[src/rtl/p2_bus_decode.sv]
`default_nettype none
// ============================================================================
// Module      : p2_bus_decode
// Description : P2-bus slave decoder and cycle controller with base/mask
//               windows, one-hot select, wait-state hold and bus error.
//               Optional macro P2_BUS_TIMEOUT_EN adds the SEL timeout.
// Revision    : 1.0 - initial release
// ============================================================================
module p2_bus_decode #(
    parameter int                   NSLAVE  = 4,
    parameter int                   AW      = 23,
    parameter int                   DW      = 16,
    parameter logic [NSLAVE*AW-1:0] BASE    = {23'h781800, 23'h780000, 23'h700000, 23'h000000},
    parameter logic [NSLAVE*AW-1:0] MASK    = {23'h7FF800, 23'h7FF000, 23'h7F0000, 23'h7F0000},
    parameter int                   TIMEOUT = 255
) (
    input  logic                 clk,
    input  logic                 reset,
    input  logic [AW-1:0]        addr,
    input  logic                 go_n,
    input  logic                 rw_n,
    input  logic                 wel_n,
    input  logic                 weu_n,
    output logic                 wait_n,
    output logic                 berr_n,
    output logic [NSLAVE-1:0]    sel,
    output logic [AW-1:0]        lat_addr,
    output logic                 lat_rw_n,
    output logic [1:0]           lat_be_n,
    input  logic [NSLAVE-1:0]    slv_ack,
    input  logic [NSLAVE*DW-1:0] slv_rdata,
    output logic [DW-1:0]        rdata
);

    localparam int c_IW = (NSLAVE > 1) ? $clog2(NSLAVE) : 1;

    localparam logic [1:0] c_ST_IDLE = 2'd0;
    localparam logic [1:0] c_ST_SEL  = 2'd1;
    localparam logic [1:0] c_ST_DONE = 2'd2;
    localparam logic [1:0] c_ST_ERR  = 2'd3;

    logic [1:0]        r_state;
    logic [NSLAVE-1:0] r_sel;
    logic [c_IW-1:0]   r_win;
    logic              r_wait_n;
    logic              r_berr_n;
    logic [AW-1:0]     r_lat_addr;
    logic              r_lat_rw_n;
    logic [1:0]        r_lat_be_n;
    logic [DW-1:0]     r_rdata;

    logic [NSLAVE-1:0] w_hit;
    logic [NSLAVE-1:0] w_onehot;
    logic [c_IW-1:0]   w_win;
    logic              w_any;
    logic              w_ack;
    logic              w_timeout;
    logic [DW-1:0]     w_rdata;

    genvar gi;
    generate
        for (gi = 0; gi < NSLAVE; gi++) begin : g_hit
            assign w_hit[gi] = ((addr & MASK[gi*AW +: AW]) ==
                                (BASE[gi*AW +: AW] & MASK[gi*AW +: AW]));
        end
    endgenerate

    // Overlapping windows resolve to the lowest index.
    always_comb begin
        logic v_found;
        v_found  = 1'b0;
        w_onehot = '0;
        w_win    = '0;
        for (int i = 0; i < NSLAVE; i++) begin
            if (w_hit[i] && !v_found) begin
                v_found     = 1'b1;
                w_onehot[i] = 1'b1;
                w_win       = i[c_IW-1:0];
            end
        end
    end

    assign w_any   = |w_hit;
    assign w_ack   = |(r_sel & slv_ack);
    assign w_rdata = slv_rdata[r_win*DW +: DW];

`ifdef P2_BUS_TIMEOUT_EN
    localparam logic [7:0] c_TO_LAST = 8'(TIMEOUT - 1);

    logic [7:0] r_cnt;

    // Counts cycles spent in SEL; cleared whenever the cycle leaves SEL.
    always_ff @(posedge clk) begin
        if (reset) begin
            r_cnt <= 8'd0;
        end else if ((r_state == c_ST_SEL) && !w_ack && !w_timeout) begin
            r_cnt <= r_cnt + 8'd1;
        end else begin
            r_cnt <= 8'd0;
        end
    end

    assign w_timeout = (r_state == c_ST_SEL) && (r_cnt == c_TO_LAST);
`else
    logic [7:0] w_unused_timeout;
    assign w_unused_timeout = 8'(TIMEOUT);
    assign w_timeout        = 1'b0;
`endif

    always_ff @(posedge clk) begin
        if (reset) begin
            r_state    <= c_ST_IDLE;
            r_sel      <= '0;
            r_win      <= '0;
            r_wait_n   <= 1'b1;
            r_berr_n   <= 1'b1;
            r_lat_addr <= '0;
            r_lat_rw_n <= 1'b0;
            r_lat_be_n <= 2'b00;
            r_rdata    <= '0;
        end else begin
            case (r_state)
                c_ST_IDLE: begin
                    if (!go_n) begin
                        r_lat_addr <= addr;
                        r_lat_rw_n <= rw_n;
                        r_lat_be_n <= {weu_n, wel_n};
                        r_win      <= w_win;
                        r_wait_n   <= 1'b0;
                        if (w_any) begin
                            r_sel   <= w_onehot;
                            r_state <= c_ST_SEL;
                        end else begin
                            r_state <= c_ST_ERR;
                        end
                    end
                end
                c_ST_SEL: begin
                    if (w_ack) begin
                        if (r_lat_rw_n) begin
                            r_rdata <= w_rdata;
                        end
                        r_sel    <= '0;
                        r_wait_n <= 1'b1;
                        r_state  <= c_ST_DONE;
                    end else if (w_timeout) begin
                        r_sel    <= '0;
                        r_wait_n <= 1'b1;
                        r_berr_n <= 1'b0;
                        r_state  <= c_ST_ERR;
                    end
                end
                c_ST_DONE: begin
                    if (go_n) begin
                        r_state <= c_ST_IDLE;
                    end
                end
                c_ST_ERR: begin
                    // An unmapped cycle arrives here with berr_n still high;
                    // flag it one clock after acceptance before honouring go_n.
                    if (r_berr_n) begin
                        r_berr_n <= 1'b0;
                        r_wait_n <= 1'b1;
                    end else if (go_n) begin
                        r_berr_n <= 1'b1;
                        r_state  <= c_ST_IDLE;
                    end
                end
                default: begin
                    r_state <= c_ST_IDLE;
                end
            endcase
        end
    end

    assign wait_n   = r_wait_n;
    assign berr_n   = r_berr_n;
    assign sel      = r_sel;
    assign lat_addr = r_lat_addr;
    assign lat_rw_n = r_lat_rw_n;
    assign lat_be_n = r_lat_be_n;
    assign rdata    = r_rdata;

endmodule
`default_nettype wire

[config.mk]
export PLATFORM = sky130hd
export DESIGN_NAME = p2_bus_decode
export DESIGN_NICKNAME = d
export VERILOG_FILES = /design/src/rtl/p2_bus_decode.sv
export SDC_FILE = /design/constraint.sdc
export NUM_CORES = 1
export LEC_CHECK = 0
export CORE_AREA = 2 2 88 90
export DETAILED_ROUTE_END_ITERATION = 7
export DIE_AREA = 0 0 90 92
export GPL_TIMING_DRIVEN = 0
export PLACE_DENSITY = 0.83
export SLEW_MARGIN = 20
export SYNTH_ARGS = -nofsm -noshare
export SYNTH_HDL_FRONTEND = slang
export SYNTH_SLANG_ARGS = --single-unit
[constraint.sdc]
create_clock -name clk -period 1.5 [get_ports clk]
set_input_delay 0.3 -clock clk [delete_from_list [all_inputs] [get_ports clk]]
set_output_delay 0.3 -clock clk [all_outputs]
set_load 0.1 [all_outputs]
After elaboration in Yosys (flattened, before gate mapping)
Cells that the tools add are included.
- register bits: 52
- bits in latches: 0
- memory bits (writable): 0
- bits in read-only memories: 0
- input bits: 97
- output and inout port bits: 48
- logic and storage cells: 65
- memories: 0
- add/sub/neg operators: 0
- multiply operators: 0
- divide/modulo/power cells: 0
- $lt $le $gt $ge: 0
- equality and inequality tests: 11
- shift operators: 1
- mux-type cells: 25
- bitwise operators: 2
- reductions and logical operators: 17
- operator list (kind ; number):
    variable part select 64 x 7 -> 16 bit ; 1
    zero test 23 bit ; 1
    two-way mux 2 bit ; 7
    equality test 12 bit (second input constant) ; 1
    two-way mux 1 bit ; 12
    two-way mux 4 bit ; 3
    equality test 11 bit (second input constant) ; 1
    != test 2 bit (second input constant) ; 5
    case mux 2 bit (4 select lines) ; 1
    case mux 4 bit (2 select lines) ; 1
    AND reduction 4 bit ; 2
    OR reduction 4 bit ; 2
    equality test 7 bit (second input constant) ; 1
    AND reduction 3 bit ; 2
    bitwise AND 4 bit ; 1
    equality test 2 bit (second input constant) ; 2
    logical AND 1 bit ; 3
    zero test 1 bit ; 3
    case mux 1 bit (3 select lines) ; 1
    nonzero test 3 bit ; 1
    equality test 2 x 1 -> 1 bit (second input constant) ; 1
    zero test 2 bit ; 1
    AND reduction 2 bit ; 1
    nonzero test 2 bit ; 1
    NOT 1 bit ; 1

Longest topological paths before layout
Gate-level depths: netlist of the first run.
- word-level depth: 14
- depth in mapped cells: 6
- mapped depth without buffers: 4

Least setup slack after synthesis of the first run
No wires, ideal clock.
- kind: register to register
- from: register r_sel[0], in the netlist sel[0]
- to: register r_rdata[10], in the netlist rdata[10]
- library setup time: 0.128 ns
- arrival time: 2.054 ns
- data required time: 1.372 ns
- slack: -0.681 ns
- stages on the path, launching flop included: 6
- path buffers: 1
- period minus slack after synthesis: 2.181 ns
- cell sequence: dfxtp_1 -> a22oi_1 -> a21oi_4 -> buf_8 -> mux2i_1 -> nor2_1
- word-level cells in the longest chain between the ends: 3
- RTL lines (what ; line ; RTL):
    start: declaration ; 43 ; logic [NSLAVE-1:0] r_sel;
    start signal: assignment ; 131 ; r_sel <= w_onehot;
    bitwise AND 4 bit ; 84 ; assign w_ack = |(r_sel & slv_ack);
    OR reduction 4 bit ; 84 ;
    AND reduction 3 bit (no line) ; - ;
    end signal: assignment ; 141 ; r_rdata <= w_rdata;
    end: declaration ; 50 ; logic [DW-1:0] r_rdata;
No other way between the ends.
A chain may end at the register's enable or synchronous reset.

Worst setup path in the final report of the first run
- from: input addr[16]
- to: register r_state[1]
- word-level cells in the longest chain between the ends: 5
- elaborated cells on any way between the ends: 8
- those cells by class: eq/ne (3); mux (3); reduce/logical (2)
- RTL lines (what ; line ; RTL):
    start: declaration ; 19 ; input logic [AW-1:0] addr,
    equality test 12 bit, or another cell as far along ; 63 ; assign w_hit[gi] = ((addr & MASK[gi*AW +: AW]) ==
    OR reduction 4 bit (*) ; 83 ; assign w_any = |w_hit;
    two-way mux 2 bit (*) ; 130 ; if (w_any) begin
    two-way mux 2 bit (*) ; 124 ; if (!go_n) begin
    case mux 2 bit (4 select lines) (*) ; 122 ; case (r_state)
    end signal: assignment ; 132 ; r_state <= c_ST_SEL;
    end signal: assignment ; 134 ; r_state <= c_ST_ERR;
    end signal: assignment ; 145 ; r_state <= c_ST_DONE;
    end: declaration ; 42 ; logic [1:0] r_state;
Every way passes the cells marked *; elsewhere a longest branch is shown, timed or not. The select of a mux whose other input is x is not followed.

==> results of run 1 <==
## area by class of cell
| class | instances | area share [%] |
|---|---|---|
| buffer | 17 | 3.59 |
| clock buffer | 6 | 2.06 |
| clock inverter | 2 | 0.344 |
| inverter | 8 | 0.750 |
| multi-input combinational | 175 | 32.1 |
| sequential | 52 | 26.6 |
| tap | 102 | 3.19 |
| timing repair buffer | 151 | 31.4 |
## worst max-delay path, cell delays in order
cell,delay (ns)
dlygate4sd2_1,0.25
or4_4,0.55
o21ba_4,0.25
nor4_1,0.06
o221a_1,0.27
## cells by family after synthesis
family / after synthesis
and+or+nand+nor: 95
DFF: 52
AOI/OAI and AO/OA: 48
muxes: 32
buffers and inverters: 26
## sequential cells by signal (all words and copies together), names as in the netlist
signal	flops
lat_rw_n	1
lat_be_n	2
r_win	2
sel	4
berr_n	1
rdata	16
lat_addr	23
r_state	2
wait_n	1
## final timing paths
| check | to | slack [ns] | cells after the start |
|---|---|---|---|
| min | lat_addr[22]$_SDFFE_PP0P_ | 0.29 | 3 |
| max | r_state[1]$_SDFFE_PP0P_ | 0.02 | 5 |
| max reg2reg | sel[3]$_SDFFE_PP0P_ | 0.09 | 4 |
| min reg2reg | lat_addr[16]$_SDFFE_PP0P_ | 0.46 | 2 |
## placed cells by master (no fill, tap or decap), types with 2 or more instances in the layout
cell / instances
clkbuf_8: 7
dlygate4sd2_1: 7
dlymetal6s2s_1: 5
nand2_1: 60
o21ai_1: 2
mux2i_1: 16
nor3_1: 2
dfxtp_2: 3
buf_6: 4
or3_1: 2
o21ai_0: 3
mux4_2: 16
dfxtp_1: 44
clkdlybuf4s50_1: 84
nor2_1: 18
dfxtp_4: 5
a21oi_1: 30
clkbuf_2: 7
a22oi_2: 2
nand3_1: 3
nor2b_1: 2
inv_1: 8
buf_4: 7
buf_2: 51
## where the power goes
part	internal (uW)	switching, uW
Clock	378	473
Combinational	435	835
Sequential	1460	45.5
Total	2270	1350
## per-layer routing
metal | share of wire [%] | vias to the layer above | global-route usage [%]
met3 | 3.8 | 8 | 3.12
met4 | 1.7 | 0 | 5.90
met2 | 53 | 69 | 32.3
li1 | - | 1205 | -
met1 | 42 | 1151 | 21.7
met5 | 0 | - | 0
## through the flow
stage | power [uW] | setup WS (ns) | std cells
5_1_grt | 3780 | 0.00130 | 513
3_5_place_dp | 2850 | -0.497 | 499
6_report | 3620 | 0.0201 | 513
4_1_cts | 3660 | 0.000242 | 513
2_1_floorplan | 2360 | -0.0307 | 253
3_3_place_gp | 2820 | -0.462 | 499
## timing repair
item	CTS	global route
setup buffers	6	1
pin swaps	5	3
endpoints found under the hold margin	0	0
setup endpoints to repair	95	43
gates resized for setup	252	27
==> flow_metrics.py, run 1 <==
metrics = {
    "clock_network": {
        "cts_buffer_depth": 2,
        "cts-hold-fix-buffers": 0,
        "clock_latency_ns": 0.31,
        "cts-root-buf": "clkbuf_8",
        "cts.sinks": 52,
        "cts_tree": "yes",
        "cts_inserted_buffers": 5,
        "h-tree-depth": 2,
        "path_clk_slew_ns": 0.10,
    },
    "setup_path": {
        "arrival_ns": 1.68,
        "startpoint": "addr[16]",
        "endpoint_kind": "register",
        "cp.required_ns": 1.70,
        "crit_type": "input pin to register",
        "critPathMaxFanout": 3,
        "startpoint_type": "input pin",
        "r2r-start": "r_state[1]$_SDFFE_PP0P_",
    },
    "logic_synthesis": {
        "synth_top_family_by_area": "multiplexers",
        "syn-num-nets": 350,
        "synth_commonest_cells": "nand2_1 (60), dfxtp_1 (52), a21oi_1 (30)",
        "async_reset_ff_share_pct": 0,
        "synthSimpleGateAreaFrac_pct": 17.2,
        "synth_area_per_cell_um2": 9.59,
        "yosysMostFrequentCell": "nand2_1",
        "synth_edf_count": 0,
        "synthFlopType": "dfxtp_1",
        "synthMuxAreaShare_pct": 21.4,
        "syn_inst": 253,
        "synthAdderAreaFrac_pct": 0,
        "yosys.area.top_type": "dfxtp_1",
        "synth-compound-area-share_pct": 12.6,
        "synth_seq_cells": 52,
        "yosys.area_share.xor_xnor_pct": 0,
        "ys_seq_area_share_pct": 42.9,
        "ys_warn_count": 0,
        "netlist.area_leader.share_pct": 42.9,
        "yosys-top-cells-area": "dfxtp_1 (43%), mux4_2 (15%), nand2_1 (9.3%)",
        "synth_area_um2": 2430,
        "ys_types": 38,
    },
    "global_routing": {
        "grt_first_pass_wirelength_um": 12000,
        "grt_antenna_before_repair": 0,
        "grt_max_degree": 17,
        "grt_use_total_pct": 17.9,
        "grt_overflow": 0,
        "grt_pass1_vias": 2439,
    },
    "place": {
        "gp_congestion": 0.764,
        "dpl.hpwl_um": 5890,
        "port_buffers": 144,
        "place_area_um2": 4030,
    },
    "die": {
        "initial_utilization_pct": 32.6,
        "coreArea_um2": 7450,
        "rows": 32,
        "io_pins": 145,
        "die_h_um": 92,
        "die_x_um": 90,
        "dieArea_um2": 8280,
    },
    "routing": {
        "drt.antenna.violating_nets": 0,
        "wirelength_um": 7550,
        "wl_per_cell_um": 14.7,
        "vias": 2433,
        "drc": 0,
        "first_iter_violations": 83,
        "routed_via_density": 4.74,
        "dr.pass1.iters": 4,
    },
    "pwr": {
        "leakage_uw": 0.00162,
        "max-vdd-ir-drop_mv": 0.532,
        "power_density_nw_per_um2": 905,
    },
    "timing": {
        "fin_hold_ws_ns": 0.292,
        "finalSetupViolations": 0,
        "slew_violations": 0,
        "worstMarginPinSlew_ns": 0.519,
        "min_period_over_period_pct": 98.7,
        "clock.fmax_mhz": 676,
        "finalCriticalPeriod_ns": 1.48,
        "rsz0062_at_grt": "no",
        "max_slew_margin_pct": 65.6,
        "hold_viol": 0,
        "skew_ns": 0.0139,
        "setup_tns_ns": 0,
    },
    "job": {
        "cap_violations": 0,
    },
    "layout": {
        "layout-drive-gt1-share_pct": 28.2,
        "multiInputGateArea_um2": 1280,
        "antenna_cells": 0,
        "nFillCells": 728,
        "area_growth_pct": 64.9,
        "regArea_um2": 1060,
        "post-route-cell-area_um2": 4000,
        "layout.nets": 507,
        "fin_util_pct": 53.8,
    },
    "min_path": {
        "hold_class": "input pin to register",
        "min-delay-start": "addr[22]",
    },
    "status": {
        "status": "finished, final reports clean",
    },
}
No activity file was read; power rests on OpenSTA's default activity.
==> run 2: changes to the inputs <==
--- a/config.mk
+++ b/config.mk
@@ -5,6 +5,7 @@
 export SDC_FILE = /design/constraint.sdc
 export NUM_CORES = 1
 export LEC_CHECK = 0
+export CAP_MARGIN = 20
 export CORE_AREA = 2 2 88 90
 export DETAILED_ROUTE_END_ITERATION = 7
 export DIE_AREA = 0 0 90 92
==> results of run 2 <==
Final layout, timing and power as in run 1 (identical DEF).
